### config.mk
export PLATFORM = sky130hd
export DESIGN_NAME = fetch_ctrl_flat
export DESIGN_NICKNAME = d
export VERILOG_FILES = /design/src/rtl/fetch_ctrl_if.sv /design/src/rtl/fetch_ctrl.sv /design/src/flat_wrapper.sv
export SDC_FILE = /design/constraint.sdc
export NUM_CORES = 1
export LEC_CHECK = 0
export ABC_AREA = 1
export CELL_PAD_IN_SITES_DETAIL_PLACEMENT = 0
export CELL_PAD_IN_SITES_GLOBAL_PLACEMENT = 1
export CORE_ASPECT_RATIO = 1.4
export CORE_MARGIN = 4
export CORE_UTILIZATION = 31
export DETAILED_ROUTE_END_ITERATION = 12
export PLACE_DENSITY = 0.83
export SLEW_MARGIN = 20
export SYNTH_ARGS = -nofsm -noshare
export SYNTH_HDL_FRONTEND = slang
export SYNTH_SLANG_ARGS = --single-unit
### constraint.sdc
create_clock -name i_clk -period 1.45 [get_ports i_clk]
set_input_delay 0.145 -clock i_clk [delete_from_list [all_inputs] [get_ports i_clk]]
set_output_delay 0.145 -clock i_clk [all_outputs]
set_load 0.02 [all_outputs]
### src/rtl/fetch_ctrl_if.sv
// Control bundle between fetch_ctrl and the debug unit, ID-stage decode and fetch stage.
// master = fetch_ctrl itself, slave = the surrounding pipeline/debug logic.
interface fetch_ctrl_if #(
  parameter int NB_REG = 5,
  parameter int NB_CNT = 32
);
  logic              i_dbg_run;
  logic              i_dbg_step;
  logic              i_dbg_halt;
  logic              i_halt_instr;
  logic              i_branch_taken;
  logic              i_jump;
  logic              i_id_ex_mem_read;
  logic [NB_REG-1:0] i_id_ex_rt;
  logic [NB_REG-1:0] i_if_id_rs;
  logic [NB_REG-1:0] i_if_id_rt;
  logic              i_if_id_uses_rt;
  logic              o_pc_we;
  logic              o_if_id_we;
  logic              o_ctr_flush;
  logic              o_ctr_beq;
  logic              o_ctr_jmp;
  logic              o_id_ex_bubble;
  logic              o_pipe_en;
  logic              o_halted;
  logic [NB_CNT-1:0] o_cycle_cnt;

  modport master (
    input  i_dbg_run, i_dbg_step, i_dbg_halt, i_halt_instr, i_branch_taken, i_jump,
           i_id_ex_mem_read, i_id_ex_rt, i_if_id_rs, i_if_id_rt, i_if_id_uses_rt,
    output o_pc_we, o_if_id_we, o_ctr_flush, o_ctr_beq, o_ctr_jmp, o_id_ex_bubble,
           o_pipe_en, o_halted, o_cycle_cnt
  );

  modport slave (
    output i_dbg_run, i_dbg_step, i_dbg_halt, i_halt_instr, i_branch_taken, i_jump,
           i_id_ex_mem_read, i_id_ex_rt, i_if_id_rs, i_if_id_rt, i_if_id_uses_rt,
    input  o_pc_we, o_if_id_we, o_ctr_flush, o_ctr_beq, o_ctr_jmp, o_id_ex_bubble,
           o_pipe_en, o_halted, o_cycle_cnt
  );
endinterface

### src/rtl/fetch_ctrl.sv
// Fetch-stage sequencer: debug run/step/halt FSM, HALT drain, load-use stall and
// branch/jump redirect control for the PC and IF/ID register.
module fetch_ctrl #(
  parameter int NB_REG       = 5,
  parameter int NB_CNT       = 32,
  parameter int DRAIN_CYCLES = 3
) (
  input  logic          i_clk,
  input  logic          i_rst,
  fetch_ctrl_if.master  bus
);

  localparam int NB_DRN = $clog2(DRAIN_CYCLES + 1);

  typedef enum logic [2:0] {
    IDLE   = 3'd0,
    RUN    = 3'd1,
    STEP   = 3'd2,
    DRAIN  = 3'd3,
    HALTED = 3'd4
  } state_t;

  state_t              state_q, state_d;
  logic [NB_DRN-1:0]   drain_q, drain_d;
  logic [NB_CNT-1:0]   cycle_cnt_q, cycle_cnt_d;

  logic load_use;
  logic active;
  logic pc_we, if_id_we, flush, beq, jmp, bubble, pipe_en, halted;

  // x0 is never a real hazard: writes to it are discarded.
  assign load_use = bus.i_id_ex_mem_read
                 && (bus.i_id_ex_rt != {NB_REG{1'b0}})
                 && ((bus.i_id_ex_rt == bus.i_if_id_rs)
                     || (bus.i_if_id_uses_rt && (bus.i_id_ex_rt == bus.i_if_id_rt)));

  assign active = (state_q == RUN) || (state_q == STEP) || (state_q == DRAIN);

  always_comb begin
    state_d     = state_q;
    drain_d     = drain_q;
    cycle_cnt_d = cycle_cnt_q;
    pc_we       = 1'b0;
    if_id_we    = 1'b0;
    flush       = 1'b0;
    beq         = 1'b0;
    jmp         = 1'b0;
    bubble      = 1'b0;
    pipe_en     = 1'b0;
    halted      = 1'b0;

    if (active && !(&cycle_cnt_q)) begin
      cycle_cnt_d = cycle_cnt_q + NB_CNT'(1);
    end

    case (state_q)
      IDLE: begin
        if (bus.i_dbg_run) begin
          state_d = RUN;
        end else if (bus.i_dbg_step) begin
          state_d = STEP;
        end
      end
      RUN, STEP: begin
        pipe_en = 1'b1;
        if (bus.i_halt_instr) begin
          // Freeze PC on the HALT and let the older instructions retire.
          if_id_we = 1'b1;
          flush    = 1'b1;
          state_d  = DRAIN;
          drain_d  = NB_DRN'(DRAIN_CYCLES);
        end else begin
          if (load_use) begin
            bubble = 1'b1;
          end else if (bus.i_jump) begin
            pc_we    = 1'b1;
            if_id_we = 1'b1;
            jmp      = 1'b1;
            flush    = 1'b1;
          end else if (bus.i_branch_taken) begin
            pc_we    = 1'b1;
            if_id_we = 1'b1;
            beq      = 1'b1;
            flush    = 1'b1;
          end else begin
            pc_we    = 1'b1;
            if_id_we = 1'b1;
          end
          if ((state_q == STEP) || bus.i_dbg_halt) begin
            state_d = IDLE;
          end
        end
      end
      DRAIN: begin
        pipe_en  = 1'b1;
        if_id_we = 1'b1;
        flush    = 1'b1;
        drain_d  = drain_q - NB_DRN'(1);
        if (drain_q == NB_DRN'(1)) begin
          state_d = HALTED;
        end
      end
      HALTED: begin
        halted = 1'b1;
      end
      default: begin
        state_d = IDLE;
      end
    endcase
  end

  always_ff @(posedge i_clk or negedge i_rst) begin
    if (!i_rst) begin
      state_q     <= IDLE;
      drain_q     <= '0;
      cycle_cnt_q <= '0;
    end else begin
      state_q     <= state_d;
      drain_q     <= drain_d;
      cycle_cnt_q <= cycle_cnt_d;
    end
  end

  assign bus.o_pc_we        = pc_we;
  assign bus.o_if_id_we     = if_id_we;
  assign bus.o_ctr_flush    = flush;
  assign bus.o_ctr_beq      = beq;
  assign bus.o_ctr_jmp      = jmp;
  assign bus.o_id_ex_bubble = bubble;
  assign bus.o_pipe_en      = pipe_en;
  assign bus.o_halted       = halted;
  assign bus.o_cycle_cnt    = cycle_cnt_q;

endmodule

### src/flat_wrapper.sv
// flat-port wrapper written by rule: the top's interface ports become plain ports
module fetch_ctrl_flat 
#(
  parameter int NB_REG       = 5,
  parameter int NB_CNT       = 32,
  parameter int DRAIN_CYCLES = 3
)
  (i_clk, i_rst, bus_i_dbg_run, bus_i_dbg_step, bus_i_dbg_halt, bus_i_halt_instr, bus_i_branch_taken, bus_i_jump, bus_i_id_ex_mem_read, bus_i_id_ex_rt, bus_i_if_id_rs, bus_i_if_id_rt, bus_i_if_id_uses_rt, bus_o_pc_we, bus_o_if_id_we, bus_o_ctr_flush, bus_o_ctr_beq, bus_o_ctr_jmp, bus_o_id_ex_bubble, bus_o_pipe_en, bus_o_halted, bus_o_cycle_cnt);
  fetch_ctrl_if #(.NB_REG(NB_REG), .NB_CNT(NB_CNT)) bus_i ();
  input  logic i_clk;
  input  logic i_rst;
  input wire logic [$bits(bus_i.i_dbg_run)-1:0] bus_i_dbg_run;
  input wire logic [$bits(bus_i.i_dbg_step)-1:0] bus_i_dbg_step;
  input wire logic [$bits(bus_i.i_dbg_halt)-1:0] bus_i_dbg_halt;
  input wire logic [$bits(bus_i.i_halt_instr)-1:0] bus_i_halt_instr;
  input wire logic [$bits(bus_i.i_branch_taken)-1:0] bus_i_branch_taken;
  input wire logic [$bits(bus_i.i_jump)-1:0] bus_i_jump;
  input wire logic [$bits(bus_i.i_id_ex_mem_read)-1:0] bus_i_id_ex_mem_read;
  input wire logic [$bits(bus_i.i_id_ex_rt)-1:0] bus_i_id_ex_rt;
  input wire logic [$bits(bus_i.i_if_id_rs)-1:0] bus_i_if_id_rs;
  input wire logic [$bits(bus_i.i_if_id_rt)-1:0] bus_i_if_id_rt;
  input wire logic [$bits(bus_i.i_if_id_uses_rt)-1:0] bus_i_if_id_uses_rt;
  output wire logic [$bits(bus_i.o_pc_we)-1:0] bus_o_pc_we;
  output wire logic [$bits(bus_i.o_if_id_we)-1:0] bus_o_if_id_we;
  output wire logic [$bits(bus_i.o_ctr_flush)-1:0] bus_o_ctr_flush;
  output wire logic [$bits(bus_i.o_ctr_beq)-1:0] bus_o_ctr_beq;
  output wire logic [$bits(bus_i.o_ctr_jmp)-1:0] bus_o_ctr_jmp;
  output wire logic [$bits(bus_i.o_id_ex_bubble)-1:0] bus_o_id_ex_bubble;
  output wire logic [$bits(bus_i.o_pipe_en)-1:0] bus_o_pipe_en;
  output wire logic [$bits(bus_i.o_halted)-1:0] bus_o_halted;
  output wire logic [$bits(bus_i.o_cycle_cnt)-1:0] bus_o_cycle_cnt;
  assign bus_i.i_dbg_run = bus_i_dbg_run;
  assign bus_i.i_dbg_step = bus_i_dbg_step;
  assign bus_i.i_dbg_halt = bus_i_dbg_halt;
  assign bus_i.i_halt_instr = bus_i_halt_instr;
  assign bus_i.i_branch_taken = bus_i_branch_taken;
  assign bus_i.i_jump = bus_i_jump;
  assign bus_i.i_id_ex_mem_read = bus_i_id_ex_mem_read;
  assign bus_i.i_id_ex_rt = bus_i_id_ex_rt;
  assign bus_i.i_if_id_rs = bus_i_if_id_rs;
  assign bus_i.i_if_id_rt = bus_i_if_id_rt;
  assign bus_i.i_if_id_uses_rt = bus_i_if_id_uses_rt;
  assign bus_o_pc_we = bus_i.o_pc_we;
  assign bus_o_if_id_we = bus_i.o_if_id_we;
  assign bus_o_ctr_flush = bus_i.o_ctr_flush;
  assign bus_o_ctr_beq = bus_i.o_ctr_beq;
  assign bus_o_ctr_jmp = bus_i.o_ctr_jmp;
  assign bus_o_id_ex_bubble = bus_i.o_id_ex_bubble;
  assign bus_o_pipe_en = bus_i.o_pipe_en;
  assign bus_o_halted = bus_i.o_halted;
  assign bus_o_cycle_cnt = bus_i.o_cycle_cnt;
  fetch_ctrl #(.NB_REG(NB_REG), .NB_CNT(NB_CNT), .DRAIN_CYCLES(DRAIN_CYCLES)) u_core (.i_clk(i_clk), .i_rst(i_rst), .bus(bus_i));
endmodule
[Word level (Yosys, flattened, before mapping)]
Cells that the tools add are included.
Widths: inputs -> output; s select.
Cells by class
  add/sub/neg operators: 2
  equality and inequality tests: 11
  muxes and demuxes: 31
  bitwise logic cells: 1
  reductions and logical operators: 17
Operator list (number)
  $add 32x1->32 const B: 1
  $reduce_and 32->1: 1
  $mux 1: 21
  $mux 3: 5
  $pmux 3 s4: 1
  $eq 5x5->1: 2
  $eq 3x2->1 const B: 2
  $reduce_bool 5->1: 1
  $logic_and 1x1->1: 4
  $logic_or 1x1->1: 4
  $ne 2x2->1 const B: 2
  $pmux 1 s2: 2
  $pmux 2 s2: 1
  $reduce_and 4->1: 1
  $eq 3x1->1 const B: 1
  $eq 3x3->1 const B: 1
  $logic_not 3->1: 1
  $ne 3x2->1 const B: 1
  $ne 3x3->1 const B: 1
  $reduce_or 3->1: 1
  $eq 2x1->1 const B: 1
  $mux 2: 1
  $reduce_and 2->1: 1
  $reduce_bool 2->1: 1
  other kinds (4): 4
Storage, ports and cells
  register bits: 37
  bits of input ports: 25
  output and inout bits: 40
  word-level logic and storage cells: 65

[Logic depth before layout (Yosys ltp)]
  depth in word-level cells: 7
  depth in mapped cells: 11
  depth with buffers taken out: 10

[Worst setup path before layout]
No wires, ideal clock.
  kind: flip-flop to flip-flop
  start: reg u_core.cycle_cnt_q[0], in the netlist u_core.bus.o_cycle_cnt[0]
  end: reg u_core.cycle_cnt_q[3], in the netlist u_core.bus.o_cycle_cnt[3]
  library setup time: 0.117 ns
  arrival time: 1.652 ns
  data required time: 1.333 ns
  slack: -0.319 ns
  cell stages (with the launch flop): 12
  buffers on the path: 1
  clock period less this slack: 1.769 ns
  path through: dfrtp_1 ha_1 inv_1 nor2_4 nand2_4 nor2_4 nand2_4 nand2_8 inv_4 buf_6 nand2_1 nand2_1
On the way
  longest elaborated chain between the ends: 3
  elaborated cells on any way between the ends: 4
  those cells by class: add/sub (1); reduce/logical (3)
Ends and longest elaborated chain
  from (decl): RTL line fetch_ctrl.sv:25  | logic [NB_CNT-1:0] cycle_cnt_q, cycle_cnt_d;
  from (signal assigned): RTL line fetch_ctrl.sv:120  | cycle_cnt_q <= cycle_cnt_d;
  parallel branches: the longest is 3 deep, another holds $add 32x1->32
Several ways; the timed one is not identified.
A chain may end at the register's enable or synchronous reset.

[Worst setup path after layout]
  start: reg u_core.state_q[1]
  end: out bus_o_ctr_beq
On the way
  longest elaborated chain between the ends: 3
  elaborated cells on any way between the ends: 4
  those cells by class: eq/ne (2); mux (1); reduce/logical (1)
Ends and longest elaborated chain
  from (decl): RTL line fetch_ctrl.sv:23  | state_t state_q, state_d;
  from (signal assigned): RTL line fetch_ctrl.sv:118  | state_q <= state_d;
  $eq 3x2->1 or $eq 3x1->1 (tied branches): RTL line fetch_ctrl.sv:56  | case (state_q)
  $reduce_or 2->1 (*): RTL line fetch_ctrl.sv:56
  $mux 1 (*): RTL line fetch_ctrl.sv:56
  to (decl): RTL line flat_wrapper.sv:26  | output wire logic [$bits(bus_i.o_ctr_beq)-1:0] bus_o_ctr_beq;
Mark *: on every way between the ends. The rest lies on a longest branch, timed or not.

==> metrics.txt <==
commonest non-fill, non-tap cells in the layout nand2_1, buf_4, nor2_1, dlygate4sd2_1, nand2_2; most frequent standard cell in the layout excluding fill and tap cells nand2_1; violated checks negative setup slack; delay of the slowest cell on the worst path 350 ps; Yosys warning count 0; status finished with violations; final setup vio count 35; met1 GRT Util 17.9%; Worst Max-Slew Pin Slew 283 ps; setup slack of the worst register-to-register path -140 ps; Critical Path Source u_core.state_q[1]$_DFFE_PN0P_; critical path data arrival time 1450 ps; VDD IR max 0.000997 V; die outline height 118 um; maximum clock skew at final layout 3.93 ps; critical-path maximum fanout 3; chip width 86.8 um; count of inserted antenna diode cells 0; H-tree depth reported by CTS 2; Critical Path Start Type register; average wire length per cell after detail routing 13.1 um; count of cell types in the netlist 24; final critical delay including setup and external delays 1600 ps; WP buf/inv 3; kind of end point of the critical path primary output; highest attainable clock frequency 626 MHz; routed vias/inst 4.69; grt peak-use layer met2; Final Util 55.2%; met2 GRT Util 33.4%; maximum number of pins on one net before global-route repair 38; unrepaired setup endpoints after global routing yes; critical path type register to primary output; IO Pins 65; flop and latch count out of synthesis 37; layout overhead on the synthesized area 75.4%; cells along the critical path inv_1, nor2_1, nand2_1, nand2_1, inv_2, nor2_4, nand2_2, nor2_2, buf_6; summed negative setup slack over all endpoints -3310 ps; cell family with most CP delay simple AND/OR/NAND/NOR gates; R2R depth 9; clock slew seen by the registers of the worst setup and hold paths 60 ps; post-layout worst setup margin -147 ps; placed insts 672; Post-Syn Instances 428; Slew Limit Headroom 81.1%; TritonCTS clock tree done; worst setup slack before clock tree synthesis -631 ps; Sinks on Clock Net 37; antenna violations before repair 0; CTS root buffer clkbuf_16; number of clock buffers inserted by TritonCTS 5; placeable core region 0.00856 mm2; Die Outline Area 0.0103 mm2; met3 demand-to-capacity share in global routing 2.79%; global-route usage over all layers 17.9%; number of buffers on the longest clock path 2; placer's final routability congestion estimate 0.879; Seq/Total Area, Yosys 34.4%; critical register-to-register path startpoint u_core.bus.o_cycle_cnt[13]$_DFFE_PN0P_; Initial DRC Count 116; endpoint of the worst-slack reg-to-reg timing path u_core.bus.o_cycle_cnt[5]$_DFFE_PN0P_; leak pwr 2.57 nW; Port Buffer Count 64; Detail Placement HPWL 6710 um; remaining global-route overflow 0; post-route antenna net violation count 0; Fill cells 789; remaining design rule violation count 0; final worst path period share 110%; slowest CP cell dfrtp_1; Total Routed Length 9200 um; fin cells 704; CP required 1310 ps; P per Cell Area 1250 mW/mm2; # rows 40; number of max-cap violations 0; worst hold path type input port to asynchronous set/reset pin; clk_lat worst skew 280 ps; number of endpoints with negative hold slack in the final report 0; post-synthesis cell area 0.00270 mm2; vias in the first global route 3258; routed via count 3302; number of pins with negative max-slew slack in the final report 0; share of layout cells above drive strength 1 35.7%; effective utilization at floorplan 31.5%; Critical Path Most Common Cell nand2_1; number of nets in the final layout 625; global-route wire length before repair 14600 um; detailed-routing iteration count for the pre-antenna-repair pass 4; total nets after synthesis 455; per-instance average area after synthesis 6.30 um2
==> area by class of cell <==
| cell class | instances | area [um2] | share of cell area, % |
|---|---|---|---|
| multi-input cells | 347 | 1880 | 39.9 |
| clock inverters | 1 | 30.0 | 0.635 |
| well taps | 105 | 131 | 2.78 |
| repair buffers | 164 | 1400 | 29.7 |
| repair inverters | 3 | 33.8 | 0.714 |
| inverters | 40 | 169 | 3.57 |
| clock buffers | 7 | 143 | 3.02 |
| flip-flops and latches | 37 | 933 | 19.7 |
==> repair_timing <==
action / in CTS / in global routing
resized for setup: 146 / 62
buffers inserted: 9 / 11
gates cloned: 6 / 0
setup endpoints to repair: 71 / 46
hold endpoints to repair: 37 / 0
hold buffers: 1 / 0
pin swaps: 24 / 31
==> tightest hold or removal path, cell delays in order <==
cell           delay (ps)
dlygate4sd3_1         520
buf_2                 120
buf_12                220
==> cells in the mapped netlist (all sizes together) <==
cell	instances	share of area [%]
buf	5	2.1
xnor2	7	2.3
nand2	208	30
nor2	74	12
nand4	4	0.93
or2	1	0.23
a31oi	1	0.23
inv	40	5.7
a21oi	1	0.19
nor3	3	0.56
o21ai	10	1.9
dfrtp	37	34
nand3	15	2.8
nand3b	9	2.5
nor4	1	0.23
xor2	10	3.2
ha	2	0.93
==> metrics by stage <==
| stage | area [um2] | hold slack [ps] | power, mW |
|---|---|---|---|
| 2_1_floorplan | 2720 | -151 | 2.63 |
| 3_3_place_gp | 4050 | 133 | 3.63 |
| 3_5_place_dp | 4050 | 137 | 3.66 |
| 4_1_cts | 4470 | 375 | 5.68 |
| 5_1_grt | 4730 | 404 | 6.23 |
| 6_report | 4730 | 358 | 5.92 |
==> kinds of logic (layout without fill, tap and decap cells) <==
family,after synthesis,after routing,synth area share (%)
and+or+nand+nor,315,316,49.2
buffers and inverters,45,215,7.75
DFF,37,37,34.4
xor gates and xnor gates,17,17,5.52
AOI/OAI and AO/OA,12,12,2.27
adders and majority gates,2,2,0.928
==> how the worst max path moves through the flow <==
stage / endpoint / slack, ps / cells past startpoint
2_1_floorplan: u_core.bus.o_cycle_cnt[10]$_DFFE_PN0P_ / -100 / 11
3_3_place_gp: bus_o_ctr_jmp / -580 / 9
3_5_place_dp: bus_o_ctr_jmp / -630 / 9
4_1_cts: bus_o_ctr_jmp / -140 / 9
5_1_grt: u_core.bus.o_cycle_cnt[5]$_DFFE_PN0P_ / -240 / 9
6_report: bus_o_ctr_beq / -150 / 9
==> state kept, by name, indices dropped and copies added (netlist names) <==
name,flops
u_core.bus.o_cycle_cnt,32
u_core.state_q,3
u_core.drain_q,2
==> layer usage <==
layer	vias up	part of all wire, %
li1	1661	-
met1	1487	36
met2	113	53
met3	41	4.7
met4	0	6.0
met5	-	0
==> power by group <==
group          leakage (nW)  switching [mW]  internal (mW)
sequential            0.490           0.119           1.18
combinational          2.00            1.84           1.50
clock                0.0841           0.427          0.859
No activity file was read; power rests on OpenSTA's default activity.
